`src/rtl/post_neuron_update_ctrl.sv`:
```
// ---------------------------------------------------------------------------
// post_neuron_update_ctrl
//
// Read-modify-write controller that owns every port of the post-neuron state
// SRAM (N x 32, synchronous, 1-cycle read latency). Each SRAM word holds
// {C[31:16] unsigned spike count, V[15:0] signed membrane potential}.
//
// Synaptic events (address + signed weight) are integrated into V. A
// threshold crossing resets V, bumps C (saturating) and emits a spike.
// A TICK pulse requests a leak sweep that pulls every neuron's V toward 0
// by LEAK without overshooting.
//
// Ports
//   CK, RST_N                     clock, async active-low reset
//   EV_VALID/EV_READY/EV_ADDR/EV_W  synaptic event handshake
//   TICK                          one-cycle timestep pulse (sticky request)
//   BUSY                          FSM not idle or a sweep is pending
//   SPK_VALID/SPK_READY/SPK_ADDR  spike output handshake
//   SRAM_CS/WE/A/D, SRAM_Q        SRAM master port and read data
// ---------------------------------------------------------------------------
module post_neuron_update_ctrl #(
  parameter int                 ADDR_WIDTH = 8,
  parameter int                 DATA_WIDTH = 32,
  parameter int                 N_NEURON   = 256,
  parameter int                 W_WIDTH    = 8,
  parameter logic signed [15:0] THRESH     = 16'sd1000,
  parameter logic        [15:0] LEAK       = 16'd4
) (
  input  logic                  CK,
  input  logic                  RST_N,
  input  logic                  EV_VALID,
  output logic                  EV_READY,
  input  logic [ADDR_WIDTH-1:0] EV_ADDR,
  input  logic [W_WIDTH-1:0]    EV_W,
  input  logic                  TICK,
  output logic                  BUSY,
  output logic                  SPK_VALID,
  input  logic                  SPK_READY,
  output logic [ADDR_WIDTH-1:0] SPK_ADDR,
  output logic                  SRAM_CS,
  output logic                  SRAM_WE,
  output logic [ADDR_WIDTH-1:0] SRAM_A,
  output logic [DATA_WIDTH-1:0] SRAM_D,
  input  logic [DATA_WIDTH-1:0] SRAM_Q
);

  typedef enum logic [2:0] {
    IDLE = 3'd0,
    E_RD = 3'd1,
    E_WR = 3'd2,
    SPK  = 3'd3,
    L_RD = 3'd4,
    L_WR = 3'd5
  } state_t;

  localparam int WPAD = 17 - W_WIDTH;

  // Clamp a 17-bit signed intermediate into the 16-bit potential range.
  function automatic logic signed [15:0] sat16(input logic signed [16:0] x);
    if (x > 17'sd32767)       return 16'sh7fff;
    else if (x < -17'sd32768) return 16'sh8000;
    else                      return x[15:0];
  endfunction

  // Move V toward zero by LEAK, clamping at zero so the sign never flips.
  function automatic logic signed [15:0] leak_toward_zero(input logic signed [15:0] v);
    logic signed [16:0] t;
    logic signed [16:0] lk;
    lk = $signed({1'b0, LEAK});
    t  = $signed({v[15], v});
    if (v > 16'sd0) begin
      t = t - lk;
      return (t < 17'sd0) ? 16'sd0 : t[15:0];
    end else if (v < 16'sd0) begin
      t = t + lk;
      return (t > 17'sd0) ? 16'sd0 : t[15:0];
    end
    return v;
  endfunction

  // Spike count saturates at its maximum instead of wrapping.
  function automatic logic [15:0] sat_inc16(input logic [15:0] c);
    return (c == 16'hffff) ? c : c + 16'd1;
  endfunction

  state_t                  state_q, state_d;
  logic                    pend_q, pend_d;
  logic                    ready_q, ready_d;
  logic [ADDR_WIDTH-1:0]   cnt_q, cnt_d;
  logic [ADDR_WIDTH-1:0]   addr_q;
  logic [W_WIDTH-1:0]      w_q;
  logic                    lat_en;

  logic signed [15:0]      v_rd;
  logic        [15:0]      c_rd;
  logic signed [16:0]      w_ext;
  logic signed [16:0]      s_sum;
  logic signed [15:0]      s_sat;
  logic                    fire;

  // Datapath on the word returned by the read issued in the previous cycle.
  assign v_rd  = $signed(SRAM_Q[15:0]);
  assign c_rd  = SRAM_Q[31:16];
  assign w_ext = $signed({{WPAD{w_q[W_WIDTH-1]}}, w_q});
  assign s_sum = $signed({v_rd[15], v_rd}) + w_ext;
  assign s_sat = sat16(s_sum);
  assign fire  = (s_sat >= THRESH);

  always_comb begin
    state_d   = state_q;
    pend_d    = pend_q | TICK;
    cnt_d     = cnt_q;
    lat_en    = 1'b0;
    SRAM_CS   = 1'b0;
    SRAM_WE   = 1'b0;
    SRAM_A    = '0;
    SRAM_D    = '0;
    SPK_VALID = 1'b0;
    SPK_ADDR  = '0;
    unique case (state_q)
      IDLE: begin
        if (pend_q) begin
          // Ticks seen while already pending fold into this one sweep.
          pend_d  = 1'b0;
          cnt_d   = '0;
          state_d = L_RD;
        end else if (EV_VALID && ready_q) begin
          lat_en  = 1'b1;
          state_d = E_RD;
        end
      end
      E_RD: begin
        SRAM_CS = 1'b1;
        SRAM_A  = addr_q;
        state_d = E_WR;
      end
      E_WR: begin
        SRAM_CS = 1'b1;
        SRAM_WE = 1'b1;
        SRAM_A  = addr_q;
        if (fire) begin
          SRAM_D  = DATA_WIDTH'({sat_inc16(c_rd), 16'h0000});
          state_d = SPK;
        end else begin
          SRAM_D  = DATA_WIDTH'({c_rd, s_sat});
          state_d = IDLE;
        end
      end
      SPK: begin
        SPK_VALID = 1'b1;
        SPK_ADDR  = addr_q;
        if (SPK_READY) state_d = IDLE;
      end
      L_RD: begin
        SRAM_CS = 1'b1;
        SRAM_A  = cnt_q;
        state_d = L_WR;
      end
      L_WR: begin
        SRAM_CS = 1'b1;
        SRAM_WE = 1'b1;
        SRAM_A  = cnt_q;
        SRAM_D  = DATA_WIDTH'({c_rd, leak_toward_zero(v_rd)});
        if (cnt_q == ADDR_WIDTH'(N_NEURON - 1)) begin
          state_d = IDLE;
        end else begin
          cnt_d   = cnt_q + 1'b1;
          state_d = L_RD;
        end
      end
      default: state_d = IDLE;
    endcase
    // Registered so EV_READY is guaranteed low while reset is held.
    ready_d = (state_d == IDLE) && !pend_d;
  end

  always_ff @(posedge CK or negedge RST_N) begin
    if (!RST_N) begin
      state_q <= IDLE;
      pend_q  <= 1'b0;
      ready_q <= 1'b0;
      cnt_q   <= '0;
    end else begin
      state_q <= state_d;
      pend_q  <= pend_d;
      ready_q <= ready_d;
      cnt_q   <= cnt_d;
    end
  end

  // Event operands; only observed in E_RD/E_WR/SPK, so no reset needed.
  always_ff @(posedge CK) begin
    if (lat_en) begin
      addr_q <= EV_ADDR;
      w_q    <= EV_W;
    end
  end

  assign EV_READY = ready_q;
  assign BUSY     = (state_q != IDLE) || pend_q;

endmodule

```
`config.mk`:
```
export PLATFORM = sky130hd
export DESIGN_NAME = post_neuron_update_ctrl
export DESIGN_NICKNAME = d
export VERILOG_FILES = /design/src/rtl/post_neuron_update_ctrl.sv
export SDC_FILE = /design/constraint.sdc
export NUM_CORES = 1
export LEC_CHECK = 0
export CORE_MARGIN = 4
export CORE_UTILIZATION = 30
export DETAILED_ROUTE_END_ITERATION = 10
export DONT_BUFFER_PORTS = 1
export PLACE_DENSITY = 0.5
export RECOVER_POWER = 25
export SLEW_MARGIN = 20
export SYNTH_ARGS = -nofsm -noshare
export SYNTH_HDL_FRONTEND = slang
export SYNTH_SLANG_ARGS = --single-unit
```
`constraint.sdc`:
```
create_clock -name CK -period 8.9 [get_ports CK]
set_input_delay 2.67 -clock CK [delete_from_list [all_inputs] [get_ports CK]]
set_output_delay 2.67 -clock CK [all_outputs]
set_load 0.05 [all_outputs]
```
Word-level counts from Yosys, hierarchy flattened

Cells that the tools add are included.

Word-level logic and storage cells: 73
Output and inout port bits: 53
Bits of input ports: 53
Register bits after elaboration: 29

Reduce and logical (&&, ||, !) cells: 13
Bitwise logic cells: 1
Multiplexer cells: 32
Add/sub/neg operators: 5
Equality and inequality tests: 9
$lt $le $gt $ge: 7

Operator list:

| cell                  | count |
|---|---|
| $mux 16               | 8 |
| $pmux 32 s2           | 1 |
| $mux 32               | 1 |
| $pmux 8 s2            | 2 |
| $mux 8                | 3 |
| $pmux 3 s6            | 1 |
| $add 16x4->17 const B | 1 |
| $add 16x8->17         | 1 |
| $gt 17x1->1 const B   | 1 |
| $gt 17x16->1 const B  | 1 |
| $lt 17x1->1 const B   | 1 |
| $lt 17x16->1 const B  | 1 |
| $sub 16x4->17 const B | 1 |
| $add 16x1->16 const B | 1 |
| $eq 16x16->1 const B  | 1 |
| $ge 16x11->1 const B  | 1 |
| $gt 16x1->1 const B   | 1 |
| $lt 16x1->1 const B   | 1 |
| $mux 3                | 4 |
| $mux 1                | 11 |
| $add 8x1->8 const B   | 1 |
| $eq 8x8->1 const B    | 1 |
| $eq 3x2->1 const B    | 2 |
| $eq 3x3->1 const B    | 2 |
| 13 further kinds      | 18 |

Logic depth before layout (Yosys ltp)

Depth after elaboration: 9
Gate-level depth with buffers: 13
Gate-level depth less buffers: 12

Worst setup path after synthesis

OpenSTA, ideal clock, no wires.

Kind: input -> output
Start point: input port SRAM_Q[0]
End point: output port SRAM_D[28]
Stages: 12
Buffers on the path: 1
Required time: 6.230 ns
Data arrival time: 6.099 ns
Slack: 0.131 ns
Cells stage by stage: ha_1 -> inv_1 -> fa_1 -> nor2b_1 -> o31ai_1 -> a211oi_2 -> o2111ai_1 -> a41o_1 -> clkbuf_1 -> a21oi_2 -> a31oi_1 -> a311oi_1

Longest elaborated chain between the ends: 7

RTL lines:

| element           | line | RTL |
|---|---|---|
| start, declared   | 44   | `input logic [DATA_WIDTH-1:0] SRAM_Q` |
| $add 16x8->17 (*) | 105  | `assign s_sum = $signed({v_rd[15], v_rd}) + w_ext;` |
| $lt 17x16->1      | 61   | `else if (x < -17'sd32768) return 16'sh8000;` |
| $mux 16           | 61   |  |
| $mux 16 (*)       | 60   | `if (x > 17'sd32767) return 16'sh7fff;` |
| $ge 16x11->1 (*)  | 107  | `assign fire = (s_sat >= THRESH);` |
| $mux 32 (*)       | 141  | `if (fire) begin` |
| $pmux 32 s2 (*)   | 120  | `unique case (state_q)` |
| end, declared     | 43   | `output logic [DATA_WIDTH-1:0] SRAM_D,` |

Every way passes the cells marked *; elsewhere a longest branch is shown, timed or not.

Worst setup path in the final report

Start point: input port SRAM_Q[0]
End point: output port SRAM_D[23]

Same word-level chain as after synthesis.

==> metrics.cfg <==
[sta]
tns_ps = 0
slew_headroom_pct = 31.44
setup_viol_count_final = 0
tightest_slew_ps = 1022
hold_viol_final = 0
grt_setup_unrepaired = false
min_period_over_period_pct = 96.27
min_period_ps = 8568
finalMaxSlewViolations = 0
fin_worst_skew_ps = 6.447
max_freq_mhz = 116.7
hold_ws_ps = 537.3

[floorplan]
die_area_sq_um = 14880
coreArea_sq_um = 12670
rows = 41
start_util_pct = 30.77
die_w_um = 122
fp.dieH_um = 122
num_io_pins = 106

[placement]
gp_congestion = 0.8724
hpwlAfterDp_um = 9882
portBuffers = 0
place_inst = 699
place_area_sq_um = 4224

[clocking]
cts_sinks = 29
htreeDepth = 2
cts_root_buf = clkbuf_16
post_cts_buffers = 0
clk_pin_slew_worst_paths_ps = 50
tritoncts = yes
numCtsBuffers = 5
cts.path.max_buffers = 2
insertion_delay_ps = 270

[detailed_routing]
dr.pass1.iters = 5
antenna_left = 0
drt-total-wl_um = 12660
top_layer_used = met4
dr_wl_met2_um = 5710
drc = 0
dr_total_vias = 4073
wirelength_met1_um = 5794
routed_via_density = 5.761
wl_met3_um = 1026
drtIter0Drc = 245
wire_per_inst_um = 17.91

[critical_path]
r2r_end = EV_READY$_DFF_PN0_
cp-start-kind = input pin
regToRegSetupSlack_ps = 5370
worst-setup-path-type = in2out
cp.arrival_ps = 5900
worstReg2RegStart = w_q[7]$_DFFE_PP_
r2r_cells = 9
path_max_fanout = 4
end_kind = output port
crit_required_ps = 6230

[cells_and_area]
syn_to_final_growth_pct = 12.61
design_area_sq_um = 4390
nets = 609
drive_gt1_share_pct = 11.21
final-instance-count-excl-fill = 707
n_antenna_cell = 0

[grt]
antenna_found_initial = 0
grt_usage_pct = 16.43
grt_start_max_net_pins = 26
grt_pass1_vias = 3898
grt.overflow.total = 0
grt_pass1_wl_um = 19990

[logic_synthesis]
ys_seq_area_share_pct = 20.67
synth_fp_nets = 602
syn_avg_cell_area_sq_um = 7.398
synth_top_flop_cell = edfxtp_1
async_reset_ff_share_pct = 44.83
syn_area_sq_um = 3899
yosysWarnings = 0
synth-seq-cells = 29
netlist_instances = 527
synth-edff-count = 16
ys_types = 70

[hold_path]
hold_path_depth = 2
hold_start = pend_q$_DFF_PN0_
hold_path.class = reg2reg
holdPathEnd = pend_q$_DFF_PN0_

[power_and_ir_drop]
leakage_nw = 1.800
power_density_nw_per_um2 = 206.6
ir_drop_v = 0.0001637

[job]
max-cap-violations = 0

[run_status]
outcome = finished, final reports clean

## power by group
part / switching, mW / leakage (nW) / internal [mW]
combinational: 0.401 / 1.40 / 0.140
sequential: 0.0380 / 0.316 / 0.157
clock: 0.0536 / 0.0799 / 0.118
total: 0.492 / 1.80 / 0.415
## worst max path at each step
stage	end	start	depth (start not counted)
2_1_floorplan	SRAM_D[28]	SRAM_Q[0]	12
3_3_place_gp	SRAM_D[23]	SRAM_Q[0]	12
3_5_place_dp	SRAM_D[22]	SRAM_Q[0]	14
4_1_cts	SRAM_D[22]	SRAM_Q[0]	14
5_1_grt	SRAM_D[22]	SRAM_Q[0]	14
6_report	SRAM_D[23]	SRAM_Q[0]	12
## cells in the final DEF, fill, tap and decap left out, drive strengths merged, types with 4 or more instances in the layout
cell,synthesis,final
nand2,56,56
nor2,54,54
a21oi,39,39
o21ai,38,38
and3,31,31
buf,6,30
nand3,22,22
ha,21,21
inv,20,20
xnor2,16,16
edfxtp,16,16
dfrtp,13,13
o22ai,13,13
xor2,12,12
nor3,11,11
nand2b,10,10
a22oi,9,9
nand4,8,8
clkbuf,25,8
a21o,7,7
a211o,7,7
nor2b,7,7
a31oi,7,7
and2,6,6
nor4,6,6
o21a,5,5
o2111ai,4,4
or3,4,4
## cells in the mapped netlist (all sizes together) (11+ instances only)
master | instances | area share, %
inv | 20 | 1.9
edfxtp | 16 | 12
o21ai | 38 | 4.9
and3 | 31 | 5.0
nor3 | 11 | 1.4
nand2 | 56 | 5.4
nand3 | 22 | 3.0
o22ai | 13 | 2.6
ha | 21 | 6.7
clkbuf | 25 | 2.4
xnor2 | 16 | 3.6
nor2 | 54 | 5.2
xor2 | 12 | 2.7
a21oi | 39 | 5.3
dfrtp | 13 | 8.3
## final cells by class
type,instances,area (sq um)
clock inverters,1,5.005
fillers,1325,8280
clock buffers,7,152.6
repair buffers,31,229.0
multi-input cells,447,2908
flip-flops and latches,29,805.8
inverters,20,75.07
well taps,172,215.2
## worst max-delay path, cell delays in order
cell and delay [ps]:
ha_1 190, inv_1 70, fa_1 410, nor2b_1 200, o31ai_1 160, a211oi_2 330
o2111ai_1 230, a41oi_1 310, o21ai_0 260, a211o_1 380, or4_1 430, nand3_2 250
## cells by family after synthesis
family	after synthesis	synth area share (%)
compound gates	166	30.10
flops	29	20.67
simple gates	226	28.88
buf+inv	51	5.456
fa+ha+maj	24	7.766
mux	3	0.8344
xor+xnor	28	6.290
## routing by layer
metal  GRT usage [%]  vias to the layer above
li1                -                     1987
met1           21.54                     1917
met2           27.07                      160
met3           4.410                        9
met4           3.641                        0
met5               0                        -
## registers in the layout, indices dropped and copies added, names as in the netlist
name,count
w_q,8
cnt_q,8
pend_q,1
addr_q,8
state_q,3
EV_READY,1
## through the flow
step	util [%]	power [mW]	worst slack (ps)
finish	34.65	0.9071	331.8
global route	34.65	0.9627	83.25
CTS	34.58	0.9168	289.2
detailed placement	33.34	0.7404	333.1
global placement	33.34	0.7372	468.2
floorplan	-	0.6231	131.1
## timing repair
item | in CTS | in global routing
hold buffers | 0 | 0
resized for setup | 0 | 2
setup endpoints to repair | 0 | 1
(Power assumes the default switching activity.)
